===== src/rtl/mc_datapath_pkg.sv =====
// Shared encodings for the multicycle MIPS datapath and its control FSM:
// opcodes, funct codes, control-field encodings and the ALU control decode.
package mc_datapath_pkg;

   localparam logic [5:0] OP_RTYPE = 6'h00;
   localparam logic [5:0] OP_LW    = 6'h23;
   localparam logic [5:0] OP_SW    = 6'h2b;
   localparam logic [5:0] OP_BEQ   = 6'h04;
   localparam logic [5:0] OP_ADDI  = 6'h08;
   localparam logic [5:0] OP_J     = 6'h02;

   localparam logic [5:0] FN_ADD = 6'b100000;
   localparam logic [5:0] FN_SUB = 6'b100010;
   localparam logic [5:0] FN_AND = 6'b100100;
   localparam logic [5:0] FN_OR  = 6'b100101;
   localparam logic [5:0] FN_SLT = 6'b101010;

   typedef enum logic [1:0] {
      ALUOP_ADD   = 2'b00,
      ALUOP_SUB   = 2'b01,
      ALUOP_FUNCT = 2'b10,
      ALUOP_ADD2  = 2'b11
   } alu_op_e;

   typedef enum logic [1:0] {
      SRCB_REG     = 2'b00,
      SRCB_FOUR    = 2'b01,
      SRCB_IMM     = 2'b10,
      SRCB_IMM_SH2 = 2'b11
   } alu_srcb_e;

   typedef enum logic [1:0] {
      PCSRC_ALU    = 2'b00,
      PCSRC_ALUOUT = 2'b01,
      PCSRC_JUMP   = 2'b10,
      PCSRC_HOLD   = 2'b11
   } pc_src_e;

   typedef enum logic [2:0] {
      ALU_FN_ADD,
      ALU_FN_SUB,
      ALU_FN_AND,
      ALU_FN_OR,
      ALU_FN_SLT
   } alu_fn_e;

   // Unrecognised funct codes fall back to add rather than trapping.
   function automatic alu_fn_e alu_decode(input alu_op_e alu_op, input logic [5:0] funct);
      alu_fn_e fn;
      fn = ALU_FN_ADD;
      case (alu_op)
         ALUOP_SUB:   fn = ALU_FN_SUB;
         ALUOP_FUNCT: begin
            case (funct)
               FN_SUB:  fn = ALU_FN_SUB;
               FN_AND:  fn = ALU_FN_AND;
               FN_OR:   fn = ALU_FN_OR;
               FN_SLT:  fn = ALU_FN_SLT;
               default: fn = ALU_FN_ADD;
            endcase
         end
         default:     fn = ALU_FN_ADD;
      endcase
      return fn;
   endfunction

endpackage


===== src/rtl/mc_regfile.sv =====
// 32x32 register file: two asynchronous read ports, one synchronous write
// port, $0 hardwired to zero, no write-to-read bypass.
module mc_regfile (
   input  logic        i_clk,
   input  logic        i_rst_n,
   input  logic [4:0]  i_ra1,
   input  logic [4:0]  i_ra2,
   output logic [31:0] o_rd1,
   output logic [31:0] o_rd2,
   input  logic        i_we,
   input  logic [4:0]  i_wa,
   input  logic [31:0] i_wd
);

   logic [31:0] regs [32];

   always_ff @(posedge i_clk or negedge i_rst_n) begin
      if (!i_rst_n) begin
         for (int i = 0; i < 32; i++) regs[i] <= '0;
      end else if (i_we && (i_wa != 5'd0)) begin
         regs[i_wa] <= i_wd;
      end
   end

   assign o_rd1 = (i_ra1 == 5'd0) ? 32'd0 : regs[i_ra1];
   assign o_rd2 = (i_ra2 == 5'd0) ? 32'd0 : regs[i_ra2];

endmodule


===== src/rtl/mc_datapath.sv =====
// Multicycle MIPS datapath: PC/IR/MDR/A/B/ALUOut, register file, inline ALU
// and muxes. All sequencing comes from the external control FSM.
module mc_datapath
   import mc_datapath_pkg::*;
#(
   parameter logic [31:0] RESET_PC = 32'h0000_0000
) (
   input  logic        i_clk,
   input  logic        i_rst_n,
   input  logic        i_PCWriteCond,
   input  logic        i_PCWrite,
   input  logic        i_IorD,
   input  logic        i_MemRead,
   input  logic        i_MemWrite,
   input  logic        i_MemtoReg,
   input  logic        i_IRWrite,
   input  logic [1:0]  i_PCSource,
   input  logic [1:0]  i_ALUOp,
   input  logic [1:0]  i_ALUSrcB,
   input  logic        i_ALUSrcA,
   input  logic        i_RegWrite,
   input  logic        i_RegDst,
   output logic [5:0]  o_op,
   output logic [31:0] o_mem_addr,
   output logic [31:0] o_mem_wdata,
   output logic        o_mem_read,
   output logic        o_mem_write,
   input  logic [31:0] i_mem_rdata,
   output logic [31:0] o_pc,
   output logic        o_zero
);

   logic [31:0] pc_q, ir_q, mdr_q, a_q, b_q, alu_out_q;
   logic [31:0] rf_rd1, rf_rd2;
   logic [31:0] imm_sext, alu_a, alu_b, alu_result, pc_next, jump_target;
   logic [31:0] rf_wd;
   logic [4:0]  rf_wa;
   logic        pc_we;
   alu_fn_e     alu_fn;

   mc_regfile u_regfile (
      .i_clk   (i_clk),
      .i_rst_n (i_rst_n),
      .i_ra1   (ir_q[25:21]),
      .i_ra2   (ir_q[20:16]),
      .o_rd1   (rf_rd1),
      .o_rd2   (rf_rd2),
      .i_we    (i_RegWrite),
      .i_wa    (rf_wa),
      .i_wd    (rf_wd)
   );

   assign rf_wa       = i_RegDst ? ir_q[15:11] : ir_q[20:16];
   assign rf_wd       = i_MemtoReg ? mdr_q : alu_out_q;
   assign imm_sext    = {{16{ir_q[15]}}, ir_q[15:0]};
   assign jump_target = {pc_q[31:28], ir_q[25:0], 2'b00};

   always_comb begin
      alu_a = i_ALUSrcA ? a_q : pc_q;
      case (alu_srcb_e'(i_ALUSrcB))
         SRCB_REG:     alu_b = b_q;
         SRCB_FOUR:    alu_b = 32'd4;
         SRCB_IMM:     alu_b = imm_sext;
         SRCB_IMM_SH2: alu_b = {imm_sext[29:0], 2'b00};
         default:      alu_b = b_q;
      endcase
   end

   always_comb begin
      alu_fn = alu_decode(alu_op_e'(i_ALUOp), ir_q[5:0]);
      case (alu_fn)
         ALU_FN_SUB: alu_result = alu_a - alu_b;
         ALU_FN_AND: alu_result = alu_a & alu_b;
         ALU_FN_OR:  alu_result = alu_a | alu_b;
         ALU_FN_SLT: alu_result = {31'd0, $signed(alu_a) < $signed(alu_b)};
         default:    alu_result = alu_a + alu_b;
      endcase
   end

   assign o_zero = (alu_result == 32'd0);

   // The reserved PCSource encoding inhibits the PC write entirely.
   always_comb begin
      pc_next = pc_q;
      case (pc_src_e'(i_PCSource))
         PCSRC_ALU:    pc_next = alu_result;
         PCSRC_ALUOUT: pc_next = alu_out_q;
         PCSRC_JUMP:   pc_next = jump_target;
         default:      pc_next = pc_q;
      endcase
   end

   assign pc_we = (i_PCWrite | (i_PCWriteCond & o_zero)) &
                  (pc_src_e'(i_PCSource) != PCSRC_HOLD);

   always_ff @(posedge i_clk or negedge i_rst_n) begin
      if (!i_rst_n) begin
         pc_q      <= RESET_PC;
         ir_q      <= '0;
         mdr_q     <= '0;
         a_q       <= '0;
         b_q       <= '0;
         alu_out_q <= '0;
      end else begin
         mdr_q     <= i_mem_rdata;
         a_q       <= rf_rd1;
         b_q       <= rf_rd2;
         alu_out_q <= alu_result;
         if (i_IRWrite) ir_q <= i_mem_rdata;
         if (pc_we)     pc_q <= pc_next;
      end
   end

   assign o_op        = ir_q[31:26];
   assign o_pc        = pc_q;
   assign o_mem_addr  = i_IorD ? alu_out_q : pc_q;
   assign o_mem_wdata = b_q;
   assign o_mem_write = i_MemWrite;
   assign o_mem_read  = i_MemRead & ~i_MemWrite;

endmodule


===== config.mk =====
export PLATFORM = sky130hd
export DESIGN_NAME = mc_datapath
export DESIGN_NICKNAME = d
export VERILOG_FILES = /design/src/rtl/mc_datapath_pkg.sv /design/src/rtl/mc_regfile.sv /design/src/rtl/mc_datapath.sv
export SDC_FILE = /design/constraint.sdc
export NUM_CORES = 2
export LEC_CHECK = 0
export ABC_AREA = 0
export BUFFER_PORTS_ARGS = -buffer_cell sky130_fd_sc_hd__buf_2
export CAP_MARGIN = 15
export CORE_MARGIN = 4
export CORE_UTILIZATION = 46
export DETAILED_ROUTE_END_ITERATION = 7
export GPL_TIMING_DRIVEN = 1
export PLACE_DENSITY = 0.72
export SETUP_SLACK_MARGIN = 0.3
export SYNTH_ARGS = -nofsm -noshare
export SYNTH_HDL_FRONTEND = slang
export SYNTH_SLANG_ARGS = --single-unit

===== constraint.sdc =====
create_clock -name i_clk -period 18.15 [get_ports i_clk]
set_input_delay 2.7225 -clock i_clk [delete_from_list [all_inputs] [get_ports i_clk]]
set_output_delay 2.7225 -clock i_clk [all_outputs]
set_load 0.1 [all_outputs]

== Word-level counts from Yosys, hierarchy flattened ==
Cells that the tools add are included.
Word-level totals
  register bits: 1216
  input port bits: 50
  output and inout bits: 105
  word-level logic and storage cells: 105
Cells by class
  add/subtract/negate cells: 2
  magnitude comparators: 5
  equality and inequality tests: 16
  multiplexer cells: 20
  bitwise logic cells: 11
  reduce and logical (&&, ||, !) cells: 12
Operators with widths (count)
  1024-bit bitwise mux: 1
  32-bit binary-select mux with 5-bit select: 2
  32-bit 2-to-1 mux: 10
  32-bit case mux with 4 select lines: 2
  32-bit demux with 5-bit select: 1
  32-bit case mux with 3 select lines: 1
  32-bit adder: 1
  32-bit AND: 1
  32-bit zero test: 1
  32-bit less-than comparator: 1
  32-bit OR: 1
  32-bit subtractor: 1
  6-bit == test (second input constant): 4
  6-bit >= comparator (second input constant): 3
  5-bit inverter with 6-bit output: 3
  3-bit case mux with 4 select lines: 1
  5-bit zero test: 2
  2-bit == test (second input constant): 4
  2-bit by 1-bit == test with 1-bit output (second input constant): 3
  3-bit by 2-bit == test with 1-bit output (second input constant): 2
  6-bit by 1-bit less-than comparator with 1-bit output (second input constant): 1
  3-bit case mux with 2 select lines: 1
  5-bit 2-to-1 mux: 1
  5-bit nonzero test: 1
  12 further kinds: 17

== Longest topological paths before layout ==
  depth in word-level cells: 10
  mapped depth: 21
  depth with buffers taken out: 18

== By module ==
Synthesis repeated with hierarchy kept, for this count alone.
Unflattened totals
  cell total of the unflattened synthesis: 4931
  area, all modules: 67821.3 um^2
By module, submodules not included
  mc_regfile: times used 1, cells each 3487, area an instance 53978.0 um^2, sequential area each 25624.6 um^2
  mc_datapath: times used 1, cells each 1444, area an instance 13843.3 um^2, sequential area each 4804.6 um^2

== Worst setup path after synthesis ==
Ideal clock, no wire load.
  path kind: input -> output
  from: input port i_ALUSrcB[1]
  to: output port o_zero
  arrival: 7.808 ns
  required time: 15.427 ns
  setup slack: 7.619 ns
  cell stages on the path: 16
  path buffers: 2
  cells stage by stage: clkbuf_1 -> clkbuf_1 -> mux2i_1 -> nor2_1 -> ha_1 -> fa_1 -> o21ba_2 -> o41ai_1 -> o211a_1 -> o31a_1 -> nor2_1 -> a221o_1 -> a221o_1 -> or4_4 -> nor4_1 -> and3_1
On the way
  longest elaborated chain between the ends: 5
  elaborated cells on any way between the ends: 12
  classes of those cells: add/sub: 2; order compare: 1; eq/ne: 3; mux: 2; bitwise: 2; reduce/logical: 2
RTL lines
  start, declared: RTL line mc_datapath.sv:19  | input logic [1:0] i_ALUSrcB,
  2-bit == test, or another cell as far along: RTL line mc_datapath.sv:60  | case (alu_srcb_e'(i_ALUSrcB))
  32-bit case mux with 4 select lines *: RTL line mc_datapath.sv:60
  32-bit adder, or another cell as far along: RTL line mc_datapath.sv:76  | default: alu_result = alu_a + alu_b;
  32-bit case mux with 4 select lines *: RTL line mc_datapath.sv:71  | case (alu_fn)
  net alu_result[16]: RTL line mc_datapath.sv:35  | logic [31:0] imm_sext, alu_a, alu_b, alu_result, pc_next, jump_target;
  32-bit zero test *: RTL line mc_datapath.sv:80  | assign o_zero = (alu_result == 32'd0);
  end, declared: RTL line mc_datapath.sv:30  | output logic o_zero
Mark *: on every way through the listed nets, which the timed path passes. The rest lies on a longest branch.

== Worst setup path in the final report ==
Same ends and word-level chain as after synthesis.

==> impl_metrics.json <==
{
  "outcome": "finished, final reports clean",
  "drt_pass1_iterations": 6,
  "power_density_nw_per_um2": 188,
  "dp_slack_ps": 6610,
  "hold_buffers": 0,
  "power.total_mw": 13.6,
  "ys_warn_count": 0,
  "vias": 49500,
  "drive_gt1_share_pct": 23.5,
  "post-route-period-util_pct": 65.0,
  "async_flop_share_pct": 100,
  "cp_max_fo": 20,
  "synthSimpleGateAreaFrac_pct": 9.09,
  "place_inst": 7345,
  "leakage_nw": 29.9,
  "die-area_um2": 148000,
  "setup_viol": 0,
  "worstPathRequired_ps": 15430,
  "ys_ff_latch": 1216,
  "combPwrFrac_pct": 42.0,
  "port-buffer-count": 154,
  "p_sw_mw": 5.55,
  "ir_drop_v": 0.000193,
  "avgSynthCellArea_um2": 11.3,
  "rows": 138,
  "synth_fp_nets": 5929,
  "die_w_um": 385,
  "via_per_inst": 6.53,
  "synth-main-ff-cell": "dfrtp_1",
  "synthCells": 5774,
  "synth_compound_area_share_pct": 12.2,
  "p_int_mw": 8.01,
  "overflow": 0,
  "cts_tree": "done",
  "drt_first_iter_violations": 6136,
  "clkPwrFrac_pct": 20.5,
  "setup_slack_ps": 6350,
  "yosysSeqAreaShare_pct": 46.6,
  "area_growth_pct": 10.4,
  "synth_top_family_by_area": "multiplexers",
  "start_util_pct": 46.2,
  "grt_setup_unrepaired": "no",
  "insertion_delay_ps": 780,
  "place_congestion": 0.961,
  "cts_sinks": 1216,
  "fmax_mhz": 84.8,
  "end_kind": "output pin",
  "regArea_um2": 30500,
  "drc_errors": 0,
  "tns_ps": 0,
  "fillerInstances": 11900,
  "cts-resized-gates": 0,
  "syn_area_um2": 65400,
  "finClkSkew_ps": 41.0,
  "final-hold-violation-count": 0,
  "sw_frac_of_total_pct": 40.9,
  "hold_path_class": "flop to flop",
  "regToRegSetupSlack_ps": 11220,
  "start_kind": "input pin",
  "arrival_ps": 9080,
  "tightestPinTransition_ps": 1190,
  "slowest_delay_ps": 980,
  "synth_xor_xnor_area_share_pct": 0.0804,
  "max_cap_viol_count": 0,
  "crit_chain": "buf_2, and2_0, nand2_1, o21ai_0, ha_1, or4_4, a211oi_1, nor2_1, a221oi_1, o21ai_0, nor4_1, nand4b_1, nor4_1, and3_1, buf_2",
  "synth_top_cells_by_area": "dfrtp_1 47%, mux4_2 22%, a21oi_1 8.1%",
  "grt_max_degree": 160,
  "drv_slew": 0,
  "utilization_pct": 51.0,
  "pin_count": 155,
  "multiInputGateArea_um2": 32800,
  "dp_hpwl_um": 130000,
  "final_cells": 7584,
  "synth_area_leader_cell": "dfrtp_1",
  "clock_path_buffers": 3,
  "cts_root_buf": "clkbuf_16",
  "coreArea_um2": 141000,
  "synth_edf_count": 0,
  "crit_type": "input pin to output pin",
  "p_seq_share_pct": 37.5,
  "synthMuxAreaShare_pct": 26.0,
  "fin_nets": 5737,
  "antenna_found_initial": 7,
  "clk_pin_slew_ps": 60,
  "min_period_ps": 11800,
  "cpMaxStageDelayCell": "and2_0",
  "grt_pass1_vias": 49500,
  "max-slew-margin-rel_pct": 18.8,
  "wl_per_cell_um": 28.1,
  "grt_pass1_wl_um": 319000,
  "die_y_um": 385,
  "drt_wl_total_um": 213000,
  "post_cts_buffers": 0,
  "synthDominantCellAreaShare_pct": 46.6,
  "synth-adder-area-share_pct": 2.03,
  "ant_nets": 0,
  "htree_levels": 3,
  "track_usage_pct": 28.7,
  "synth.distinct_cells": 94,
  "cts_made_buffers": 121
}
placed cells by master, fill, tap and decap left out, types with 26 or more instances in the layout:
| cell | Yosys | layout |
|---|---|---|
| mux2i_1 | 114 | 82 |
| a21o_1 | 34 | 34 |
| inv_1 | 107 | 107 |
| o21ai_0 | 111 | 111 |
| buf_4 | 7 | 102 |
| ha_1 | 103 | 102 |
| dfrtp_1 | 1216 | 1206 |
| clkbuf_16 | 0 | 122 |
| nor2_1 | 1163 | 1131 |
| nand2_1 | 127 | 127 |
| nor2_4 | 1 | 33 |
| a22oi_1 | 26 | 26 |
| mux2_2 | 102 | 102 |
| clkinv_2 | 0 | 26 |
| a21oi_1 | 1058 | 1058 |
| buf_2 | 17 | 152 |
| mux4_2 | 640 | 640 |
layer usage:
layer | wire, um | vias up | track usage [%] | part of all wire (%)
met4 | 11300 | 2 | 13.5 | 5.3
met5 | 12 | - | 0 | 0.0056
met3 | 23000 | 629 | 7.35 | 11
met2 | 98900 | 2851 | 44.5 | 46
met1 | 79900 | 25400 | 38.1 | 38
li1 | - | 20700 | - | -
Yosys cell counts (16+ instances only):
cell type and count:
dfrtp_1 1216, nor2_1 1163, a21oi_1 1058, mux4_2 640
clkbuf_1 473, nand2_1 127, mux2i_1 114, o21ai_0 111
inv_1 107, ha_1 103, mux2_2 102, buf_1 78
a21o_1 34, a22oi_1 26, mux2_1 24, nand3_1 23
a31oi_1 22, buf_2 17, nor4_1 17, nand2b_1 16
path summary, 6_finish.rpt:
check / from / endpoint / cells after the start
max in group asynchronous: i_rst_n / a_q[2] / 4
hold reg to reg: u_regfile.regs[1002] / u_regfile.regs[1002] / 0
min in group asynchronous: i_rst_n / u_regfile.regs[698] / 1
hold / removal: u_regfile.regs[1002] / u_regfile.regs[1002] / 0
setup reg to reg: ir_q[15] / o_pc[5] / 16
setup / recovery: i_ALUSrcB[1] / o_zero / 15
cells by family after synthesis:
logic type,count (synthesis)
xor+xnor,6
flops,1216
simple gates,1455
fa+ha+maj,105
buf+inv,684
mux,880
compound gates,1428
critical path, delay by kind of cell:
family / cells / cell delay [ps]
adders and majority gates: 1 / 400
buffers and inverters: 2 / 910
and+or+nand+nor: 8 / 3960
AOI/OAI and AO/OA: 4 / 1040
power by group through the flow:
stage          logic, mW  registers (mW)  clock network, mW
6_report            5.70            5.08               2.78
5_1_grt             6.11            5.20               2.92
4_1_cts             5.62            5.02               2.80
3_5_place_dp        5.58            5.05                  0
3_3_place_gp        5.45            4.94                  0
2_1_floorplan       3.91            5.10                  0
cell type report:
cell class	count	area share [%]
flip-flops and latches	1216	42.2
repair buffers	262	2.34
multi-input cells	3874	45.5
diodes	5	0.0173
clock inverters	68	1.39
inverters	107	0.556
clock buffers	162	4.76
well taps	1890	3.28
state kept, by name, indices dropped and copies added (netlist names):
signal,count
a_q,32
alu_out_q,32
o_mem_wdata,32
u_regfile.regs,1024
mdr_q,32
o_pc,32
ir_q,32
through the flow:
step	cell area (um^2)	hold slack (ps)
6_report	72200	394
5_1_grt	72200	411
4_1_cts	72100	397
3_5_place_dp	67600	382
3_3_place_gp	67600	376
2_1_floorplan	65400	441
Note: power is estimated with default switching activity, not from simulation.
